$ cat config.mk
export PLATFORM = sky130hd
export DESIGN_NAME = bp_be_dcache_port_arbiter
export DESIGN_NICKNAME = d
export VERILOG_FILES = /design/src/rtl/bp_be_dcache_port_arbiter.sv
export SDC_FILE = /design/constraint.sdc
export NUM_CORES = 1
export LEC_CHECK = 0
export ABC_AREA = 1
export CELL_PAD_IN_SITES_DETAIL_PLACEMENT = 0
export CELL_PAD_IN_SITES_GLOBAL_PLACEMENT = 2
export CORE_ASPECT_RATIO = 0.9
export CORE_MARGIN = 8
export CORE_UTILIZATION = 10
export CTS_CLUSTER_DIAMETER = 80
export CTS_CLUSTER_SIZE = 8
export DETAILED_ROUTE_END_ITERATION = 7
export GPL_TIMING_DRIVEN = 0
export PLACE_DENSITY = 0.85
export SETUP_SLACK_MARGIN = 0.02
export SLEW_MARGIN = 40
export SYNTH_ARGS = -nofsm -noshare
export SYNTH_HDL_FRONTEND = slang
export SYNTH_SLANG_ARGS = --single-unit
$ cat constraint.sdc
create_clock -name clk_i -period 2.6 [get_ports clk_i]
set_input_delay 0.52 -clock clk_i [delete_from_list [all_inputs] [get_ports clk_i]]
set_output_delay 0.52 -clock clk_i [all_outputs]
set_load 0.02 [all_outputs]
$ cat src/rtl/bp_be_dcache_port_arbiter.sv
// Shares the single D$ request port among several requesters using round-robin grant with an optional multi-beat lock.
// Tracks which requester owns each in-flight access so that ptag, early and final handshakes reach only that owner.
module bp_be_dcache_port_arbiter
  #(parameter int num_req_p    = 3
  , parameter int pkt_width_p  = 72
  , parameter int ptag_width_p = 28
  , parameter int lock_max_p   = 15
  )
  (input  logic                              clk_i
  , input  logic                             reset_i
  , input  logic                             flush_i
  , input  logic [num_req_p-1:0]             req_v_i
  , input  logic [num_req_p*pkt_width_p-1:0] req_pkt_i
  , input  logic [num_req_p-1:0]             req_lock_i
  , output logic [num_req_p-1:0]             req_yumi_o
  , input  logic [num_req_p*ptag_width_p-1:0] req_ptag_i
  , input  logic [num_req_p-1:0]             req_ptag_v_i
  , output logic                             dcache_v_o
  , output logic [pkt_width_p-1:0]           dcache_pkt_o
  , input  logic                             dcache_ready_i
  , output logic [ptag_width_p-1:0]          dcache_ptag_o
  , output logic                             dcache_ptag_v_o
  , input  logic                             dcache_early_v_i
  , input  logic                             dcache_final_v_i
  , output logic [num_req_p-1:0]             early_v_o
  , output logic [num_req_p-1:0]             final_v_o
  , output logic                             lock_timeout_o
  );

  localparam int owner_w_lp = (num_req_p > 1) ? $clog2(num_req_p) : 1;
  localparam int idle_w_lp  = $clog2(lock_max_p + 1);

  typedef logic [owner_w_lp-1:0] owner_t;
  typedef logic [idle_w_lp-1:0]  idle_t;

  // state      | meaning
  // e_unlocked | round-robin search from rr_q picks the next requester
  // e_locked   | only lock_owner_q may be granted; idle_q counts beats it skips
  typedef enum logic {e_unlocked, e_locked} state_e;

  state_e state_q, state_d;
  owner_t lock_owner_q, lock_owner_d;
  owner_t rr_q, rr_d;
  idle_t  idle_q, idle_d;
  logic   timeout_q, timeout_d;

  logic   s1_v_q, s2_v_q, s3_v_q;
  owner_t s1_owner_q, s2_owner_q, s3_owner_q;

  logic                 grant_v;
  owner_t               grant_idx;
  logic [num_req_p-1:0] grant_oh;
  logic [num_req_p-1:0] lock_sel;
  logic                 grant_lock;
  int                   scan_idx;

  always_comb begin
    lock_sel = '0;
    for (int i = 0; i < num_req_p; i++) begin
      lock_sel[i] = (lock_owner_q == owner_t'(i));
    end
  end

  always_comb begin
    grant_v   = 1'b0;
    grant_idx = '0;
    scan_idx  = 0;
    if (!reset_i && dcache_ready_i && !flush_i) begin
      if (state_q == e_locked) begin
        grant_v   = |(req_v_i & lock_sel);
        grant_idx = lock_owner_q;
      end else begin
        for (int k = 0; k < num_req_p; k++) begin
          scan_idx = int'(rr_q) + k;
          if (scan_idx >= num_req_p) begin
            scan_idx = scan_idx - num_req_p;
          end
          for (int i = 0; i < num_req_p; i++) begin
            if (!grant_v && req_v_i[i] && (i == scan_idx)) begin
              grant_v   = 1'b1;
              grant_idx = owner_t'(i);
            end
          end
        end
      end
    end
  end

  always_comb begin
    grant_oh = '0;
    for (int i = 0; i < num_req_p; i++) begin
      grant_oh[i] = grant_v && (grant_idx == owner_t'(i));
    end
  end

  assign grant_lock = |(grant_oh & req_lock_i);
  assign req_yumi_o = grant_oh;
  assign dcache_v_o = grant_v;

  always_comb begin
    dcache_pkt_o = '0;
    for (int i = 0; i < num_req_p; i++) begin
      if (grant_oh[i]) begin
        dcache_pkt_o = req_pkt_i[i*pkt_width_p +: pkt_width_p];
      end
    end
  end

  always_comb begin
    state_d      = state_q;
    lock_owner_d = lock_owner_q;
    rr_d         = rr_q;
    idle_d       = idle_q;
    timeout_d    = 1'b0;
    case (state_q)
      e_unlocked: begin
        idle_d = '0;
        if (grant_v) begin
          rr_d = (grant_idx == owner_t'(num_req_p - 1)) ? '0 : grant_idx + owner_t'(1);
          if (grant_lock) begin
            state_d      = e_locked;
            lock_owner_d = grant_idx;
          end
        end
      end
      e_locked: begin
        if (flush_i) begin
          state_d = e_unlocked;
          idle_d  = '0;
        end else if (grant_v) begin
          idle_d = '0;
          if (!grant_lock) begin
            state_d = e_unlocked;
          end
        end else if (idle_q >= idle_t'(lock_max_p - 1)) begin
          // the increment that would reach lock_max_p force-releases instead
          state_d   = e_unlocked;
          idle_d    = '0;
          timeout_d = 1'b1;
        end else begin
          idle_d = idle_q + idle_t'(1);
        end
      end
      default: state_d = e_unlocked;
    endcase
  end

  always_ff @(posedge clk_i) begin
    if (reset_i) begin
      state_q      <= e_unlocked;
      lock_owner_q <= '0;
      rr_q         <= '0;
      idle_q       <= '0;
      timeout_q    <= 1'b0;
      s1_v_q       <= 1'b0;
      s2_v_q       <= 1'b0;
      s3_v_q       <= 1'b0;
      s1_owner_q   <= '0;
      s2_owner_q   <= '0;
      s3_owner_q   <= '0;
    end else begin
      state_q      <= state_d;
      lock_owner_q <= lock_owner_d;
      rr_q         <= rr_d;
      idle_q       <= idle_d;
      timeout_q    <= timeout_d;
      s1_v_q       <= grant_v & ~flush_i;
      s2_v_q       <= s1_v_q & ~flush_i;
      s3_v_q       <= s2_v_q;
      s1_owner_q   <= grant_idx;
      s2_owner_q   <= s1_owner_q;
      s3_owner_q   <= s2_owner_q;
    end
  end

  assign lock_timeout_o = timeout_q;

  always_comb begin
    dcache_ptag_o   = '0;
    dcache_ptag_v_o = 1'b0;
    early_v_o       = '0;
    final_v_o       = '0;
    for (int i = 0; i < num_req_p; i++) begin
      if (s1_v_q && (s1_owner_q == owner_t'(i))) begin
        dcache_ptag_o   = req_ptag_i[i*ptag_width_p +: ptag_width_p];
        dcache_ptag_v_o = req_ptag_v_i[i];
      end
      early_v_o[i] = dcache_early_v_i & s2_v_q & (s2_owner_q == owner_t'(i));
      final_v_o[i] = dcache_final_v_i & s3_v_q & (s3_owner_q == owner_t'(i));
    end
  end

endmodule
==> flow_summary.yaml, run 1 <==
detailed_routing:
  viasPerCell: 3.805
  wl_per_cell_um: 17.91
  wl_met2_mm: 13.46
  wirelength_mm: 27.27
  drt_first_pass_iters: 4
  routed-wl-met3_mm: 2.604
  ant_nets: 0
  drcViolationCount: 0
  top_layer_used: "met5"
  drt-initial-drc-count: 239
  drt-met1-wl_mm: 10.55
  dr_total_vias: 5795
clock_tree:
  path_clk_slew_ns: 0.06
  clock_latency_ns: 0.25
  numCtsBuffers: 3
  tritoncts: "done"
  cts_root_buffer: "clkbuf_16"
  cts.sinks: 19
  cts_htree_levels: 1
  clk_path_buf_depth: 2
synthesis:
  yosys_warnings: 0
  synthFlopType: "dfxtp_1"
  syn-cell-area_sq_mm: 0.003390
  synth_edf_count: 0
  syn_nets: 903
  synth_top_area_share_pct: 25.91
  synth_seq_cells: 19
  ys_seq_area_share_pct: 11.22
  synth_area_leaders: "nand2_1 26%, nand3_2 12%, dfxtp_1 11%, inv_1 8.6%, nand2_2 8.5%"
  synthArstFlopShare_pct: 0
  syn_avg_cell_area_sq_um: 5.804
  syn_inst: 584
  ys_types: 33
  synth_top_area_cell: "nand2_1"
worst_setup_path:
  r2r_end: "lock_owner_q[1]"
  cp-start-kind: "register"
  endpoint_kind: "output pin"
  r2r_slack_ns: 0.47
  crit_required_ns: 2.08
  cp.arrival_ns: 2.48
  r2r-start: "rr_q[0]"
  crit_type: "reg2out"
  critPathMaxFanout: 5
  critPathLaunch: "rr_q[0]"
  ff2ff_path_depth: 18
placement:
  hpwl_mm: 20.78
  gp_congestion: 0.8609
  portBuffers: 425
floorplanning:
  fp.dieH_um: 190.7
  fp.coreArea_sq_mm: 0.03371
  design.portCount: 427
  start_util_pct: 10.05
  row_count: 64
  die_area_sq_mm: 0.04005
  die_w_um: 210.1
cells_and_area:
  layout-drive-gt1-share_pct: 37.02
  areaGrowthSynthToFinish_pct: 200.6
  multiInputGateArea_sq_mm: 0.003297
  seq_area_sq_um: 382.9
  utilization_pct: 30.22
  fillers: 3592
  nets: 1379
pwr:
  power_w: 0.001697
  peakVddDrop_mv: 0.1613
  power_density_mw_per_mm2: 166.6
  p_leak_nw: 5.259
global_routing:
  grt.overflow.total: 0
  grt_max_degree: 12
  antenna_found_initial: 3
  grt_pass1_vias: 6177
  gr-usage-all-layers_pct: 12.22
  grt_pass1_wl_mm: 37.65
sta:
  layout_min_cycle_time_ns: 3.000
  fin_skew_ns: 0.003713
  setup_violations: 75
  fin_ws_ns: -0.4000
  hold_viol: 0
  drv_slew: 0
  min_period_over_period_pct: 115.4
  rsz0062_at_grt: "yes"
  max_freq_mhz: 333.3
  slew_headroom_pct: 77.52
  setup_tns_ns: -26.12
  max_slew.worst_pin.slew_ns: 0.3372
outcome:
  violations: "setup timing"
  outcome: "finished, violations left"
min_path:
  hp-start: "s2_v_q"
  whs_endpoint: "s3_v_q"
  hp-class: "reg2reg"
  hold-path-cell-count: 2
job:
  max_cap_violations: 0
-- registers in the layout, summed over array words and instances, names as in the netlist, 2 cells and up --
name,count
s3_owner_q,2
s1_owner_q,2
idle_q,4
rr_q,2
s2_owner_q,2
lock_owner_q,2
-- where the power goes --
part	internal [W]	total, W	switching, W
combinational	0.000651	0.00107	0.000419
sequential	0.000299	0.000305	0.00000641
clock	0.000206	0.000322	0.000116
total	0.00116	0.00170	0.000541
-- layout by cell type, fill, tap and decap left out, types with 4 or more instances in the layout --
master           instances
a21oi_1                  5
nor3_1                   6
nand3_4                 10
buf_8                   10
clkbuf_2                 9
nand3_1                  7
nor2_1                  20
dfxtp_1                 17
buf_4                   16
nand2_8                  4
inv_1                   73
nand2_2                 62
nand2_1                152
buf_6                   81
dlymetal6s2s_1          16
nand2_4                 62
nand4_1                  6
clkdlybuf4s50_1        317
nand3_2                 66
o221ai_1                29
buf_16                   4
nor2_4                   4
dlygate4sd2_1            9
inv_2                    4
buf_12                  24
clkbuf_16                6
-- area by class of cell --
type                            instances  area share [%]
Timing Repair Buffer                  471           49.67
Tap cell                              462           5.674
Antenna cell                            2         0.04913
Timing Repair inverter                  4          0.5158
Multi-Input combinational cell        452           32.36
Buffer                                 28           3.771
Inverter                               81           3.414
Clock inverter                          1         0.04913
Sequential cell                        19           3.758
Clock buffer                            3          0.7369
-- stage by stage --
step	hold slack, ns	setup slack (ns)	area [sq um]	std cells
2_1_floorplan	0.4033	0.03391	3390	584
6_report	0.4391	-0.4000	10190	1523
5_1_grt	0.4575	-0.5005	10190	1523
3_3_place_gp	0.4329	-1.326	8222	1471
4_1_cts	0.4440	-0.4378	9615	1519
3_5_place_dp	0.4372	-1.283	8222	1471
-- how the worst max path moves through the flow --
stage	to	depth (start not counted)
after floorplan	dcache_pkt_o[55]	12
after global placement	dcache_pkt_o[63]	17
after detailed placement	dcache_pkt_o[63]	17
after CTS	dcache_pkt_o[59]	19
after global routing	dcache_pkt_o[49]	16
final	dcache_pkt_o[49]	16
-- critical path, stage by stage (launching register included) --
cell	delay, ns
dfxtp_2	0.33
inv_2	0.05
ha_4	0.24
nand2_4	0.11
nand2_4	0.06
nor2_4	0.11
nand4_1	0.11
nor2_2	0.16
buf_6	0.13
a21oi_4	0.06
buf_12	0.14
nand2_8	0.14
clkinv_8	0.11
clkbuf_16	0.18
nand2_2	0.06
nand3_2	0.08
buf_6	0.14
-- synth_stat cells, types with 2 or more instances --
cell,count
a21oi_1,6
buf_12,2
buf_4,6
buf_6,6
buf_8,7
clkbuf_1,9
dfxtp_1,19
ha_1,4
inv_1,78
nand2_1,234
nand2_2,46
nand3_1,43
nand3_2,40
nand4_1,6
nor2_1,22
nor2_2,3
nor3_1,8
o21ai_0,2
o221ai_1,29
-- metal layers --
metal / vias up / track usage [%]
li1: 2808 / -
met1: 2605 / 13.78
met2: 345 / 21.65
met3: 35 / 4.289
met4: 2 / 3.250
met5: - / 0
-- cells by family (layout without fill, tap and decap cells) --
| logic type | after synthesis | after routing | synth area share [%] |
|---|---|---|---|
| simple gates | 404 | 404 | 58.55 |
| buf+inv | 113 | 588 | 18.16 |
| compound gates | 42 | 42 | 10.08 |
| flops | 19 | 19 | 11.22 |
| fa+ha+maj | 4 | 4 | 1.477 |
| xor+xnor | 2 | 2 | 0.5169 |
| other cells | 0 | 2 | 0 |
-- what timing repair did --
item,4_1_cts,5_1_grt
gates cloned,16,3
endpoints found under the setup margin,106,97
pin swaps,29,62
hold buffers,0,0
resized for setup,623,186
setup buffers,28,11
Power figures use the tool's default switching activity.
==> run 2: changes to the inputs <==
--- a/config.mk
+++ b/config.mk
@@ -16,7 +16,7 @@
 export DETAILED_ROUTE_END_ITERATION = 7
 export GPL_TIMING_DRIVEN = 0
 export PLACE_DENSITY = 0.85
-export SETUP_SLACK_MARGIN = 0.02
+export SETUP_SLACK_MARGIN = 0.3
 export SLEW_MARGIN = 40
 export SYNTH_ARGS = -nofsm -noshare
 export SYNTH_HDL_FRONTEND = slang
==> flow_summary.yaml, run 2 (synthesis gave the netlist of run 1 again) <==
outcome:
  outcome: "finished, violations left"
  violations: "setup timing"
job:
  max_cap_violations: 0
clock_tree:
  tritoncts: "done"
  path_clk_slew_ns: 0.06
  numCtsBuffers: 3
  clk_path_buf_depth: 2
  clock_latency_ns: 0.25
  cts_hold_buf: 0
  cts_htree_levels: 1
  cts_root_buffer: "clkbuf_16"
  cts.sinks: 19
cells_and_area:
  multiInputGateArea_sq_mm: 0.003490
  largest_reg_flops: 4
  final_cells: 1535
  fillers: 3561
  nets: 1393
  layout_common_cells: "310 x clkdlybuf4s50_1, 142 x nand2_1, 95 x buf_6"
  final_common_cell: "clkdlybuf4s50_1"
  layout-drive-gt1-share_pct: 39.89
  antennaDiodeCount: 0
  largest-register: "idle_q"
  areaGrowthSynthToFinish_pct: 210.0
  seq_area_sq_um: 382.9
floorplanning:
  die_w_um: 210.1
  design.portCount: 427
  fp.dieH_um: 190.7
  row_count: 64
  fp.coreArea_sq_mm: 0.03371
  start_util_pct: 10.05
  die_area_sq_mm: 0.04005
sta:
  fin_skew_ns: 0.002726
  layout_min_cycle_time_ns: 3.081
  hold_viol: 0
  max_freq_mhz: 324.6
  setup_violations: 78
  min_period_over_period_pct: 118.5
  rsz0062_at_grt: "yes"
  slew_headroom_pct: 76.37
  fin_ws_ns: -0.4808
  drv_slew: 0
  max_slew.worst_pin.slew_ns: 0.3539
pwr:
  p_leak_nw: 5.528
  power.switching_w: 0.0005650
  peakVddDrop_mv: 0.1837
  seqPwrFrac_pct: 17.2
  power_density_mw_per_mm2: 168.6
  switching_share_pct: 31.91
  cell_internal_pwr_w: 0.001206
  clkPwrFrac_pct: 18.4
  power_w: 0.001771
  p_comb_share_pct: 64.4
detailed_routing:
  viasPerCell: 3.802
  drcViolationCount: 0
  wl_per_cell_um: 18.13
  drt-initial-drc-count: 194
  wirelength_mm: 27.83
  drt_first_pass_iters: 4
  ant_nets: 0
  dr_total_vias: 5836
placement:
  portBuffers: 425
  hpwl_mm: 22.23
  dp_cells: 1471
  gp_congestion: 0.8415
worst_setup_path:
  ff2ff_path_depth: 25
  endpoint_kind: "output pin"
  r2r_slack_ns: -0.37
  cp-start-kind: "register"
  critPathMaxFanout: 7
  cp.arrival_ns: 2.56
  r2r-start: "rr_q[0]"
  crit_path_end: "dcache_pkt_o[15]"
  crit_type: "reg2out"
  crit_required_ns: 2.08
  critPathLaunch: "rr_q[0]"
  r2r_end: "lock_owner_q[1]"
global_routing:
  grt_max_degree: 12
  grt_pass1_vias: 6272
  grt_pass1_wl_mm: 38.67
  antenna_found_initial: 1
  grt.overflow.total: 0
  gr-usage-all-layers_pct: 12.40
min_path:
  hp-class: "reg2reg"
## run 2: cell types whose count changed in the layout (fill, tap and decap cells not counted), sizes merged
cell           previous run  this run
buf                     137       153
clkbuf                   18        27
dlymetal6s2s             16        25
dlygate4sd2               9         1
clkdlybuf4s50           317       310
clkdlybuf4s15             5         3
diode                     2         0
inv                      82        80
clkinv                    4         3
## run 2: worst min-delay path by stage
stage               endpoint  cells after the start    from  slack (ns)
detailed placement    s3_v_q                      2  s2_v_q        0.41
floorplan             s3_v_q                      2  s2_v_q        0.40
finish                s3_v_q                      2  s2_v_q        0.42
global route          s3_v_q                      2  s2_v_q        0.48
global placement      s3_v_q                      2  s2_v_q        0.42
CTS                   s3_v_q                      2  s2_v_q        0.42
## run 2: critical path, cell delays in order, from the launching register on
cell and delay, ns:
dfxtp_2 0.33, inv_2 0.05, ha_4 0.27, nand2_8 0.09, nand2_4 0.06, nor2_4 0.13, nand3_2 0.09, nand2_2 0.08
nor2_2 0.04, nand2_2 0.09, nand2_4 0.08, buf_6 0.13, nor2_4 0.17, buf_12 0.14, clkbuf_16 0.15, clkbuf_16 0.16
nand2_2 0.07, nand3_2 0.08, buf_6 0.11
## run 2: final cells by class
type / count / area share, %
plain buffers: 32 / 4.394
clock buffers: 3 / 0.7145
clock inverters: 1 / 0.04764
inverters: 81 / 3.204
multi-input cells: 452 / 33.21
flip-flops and latches: 19 / 3.644
well taps: 462 / 5.502
repair buffers: 484 / 49.09
repair inverters: 1 / 0.1905
## run 2: power groups by stage
stage | Combinational [W] | Sequential, W | Clock, W
5_1_grt | 0.00121 | 0.000305 | 0.000341
2_1_floorplan | 0.000267 | 0.000309 | 0
4_1_cts | 0.00104 | 0.000305 | 0.000327
6_report | 0.00114 | 0.000305 | 0.000326
3_5_place_dp | 0.000934 | 0.000311 | 0
3_3_place_gp | 0.000933 | 0.000311 | 0
## run 2: routing by layer
layer  global-route usage (%)  part of all wire, %  up-vias
met5                        0                    0        -
met4                    2.302                  1.5        0
met3                    4.157                  8.9       24
met2                    23.10                   51      298
met1                    13.56                   38     2679
li1                         -                    -     2835
## run 2: metrics by stage
step           TNS [ns]  hold WS [ns]  utilization, %  instance area (sq um)  setup WS (ns)
2_1_floorplan         0        0.4033               -                   3886         0.2290
6_report         -32.29        0.4189           31.16                  10510        -0.4808
5_1_grt          -42.35        0.4765           31.16                  10510        -0.6065
3_3_place_gp     -95.38        0.4161           25.86                   8718         -1.479
4_1_cts          -32.95        0.4226           28.01                   9444        -0.5259
3_5_place_dp     -94.63        0.4146           25.86                   8718         -1.462
## run 2: timing repair
item / in CTS / in global routing
resized for setup: 504 / 268
gates cloned: 2 / 9
setup endpoints to repair: 113 / 115
setup buffers: 40 / 9
pin swaps: 5 / 33
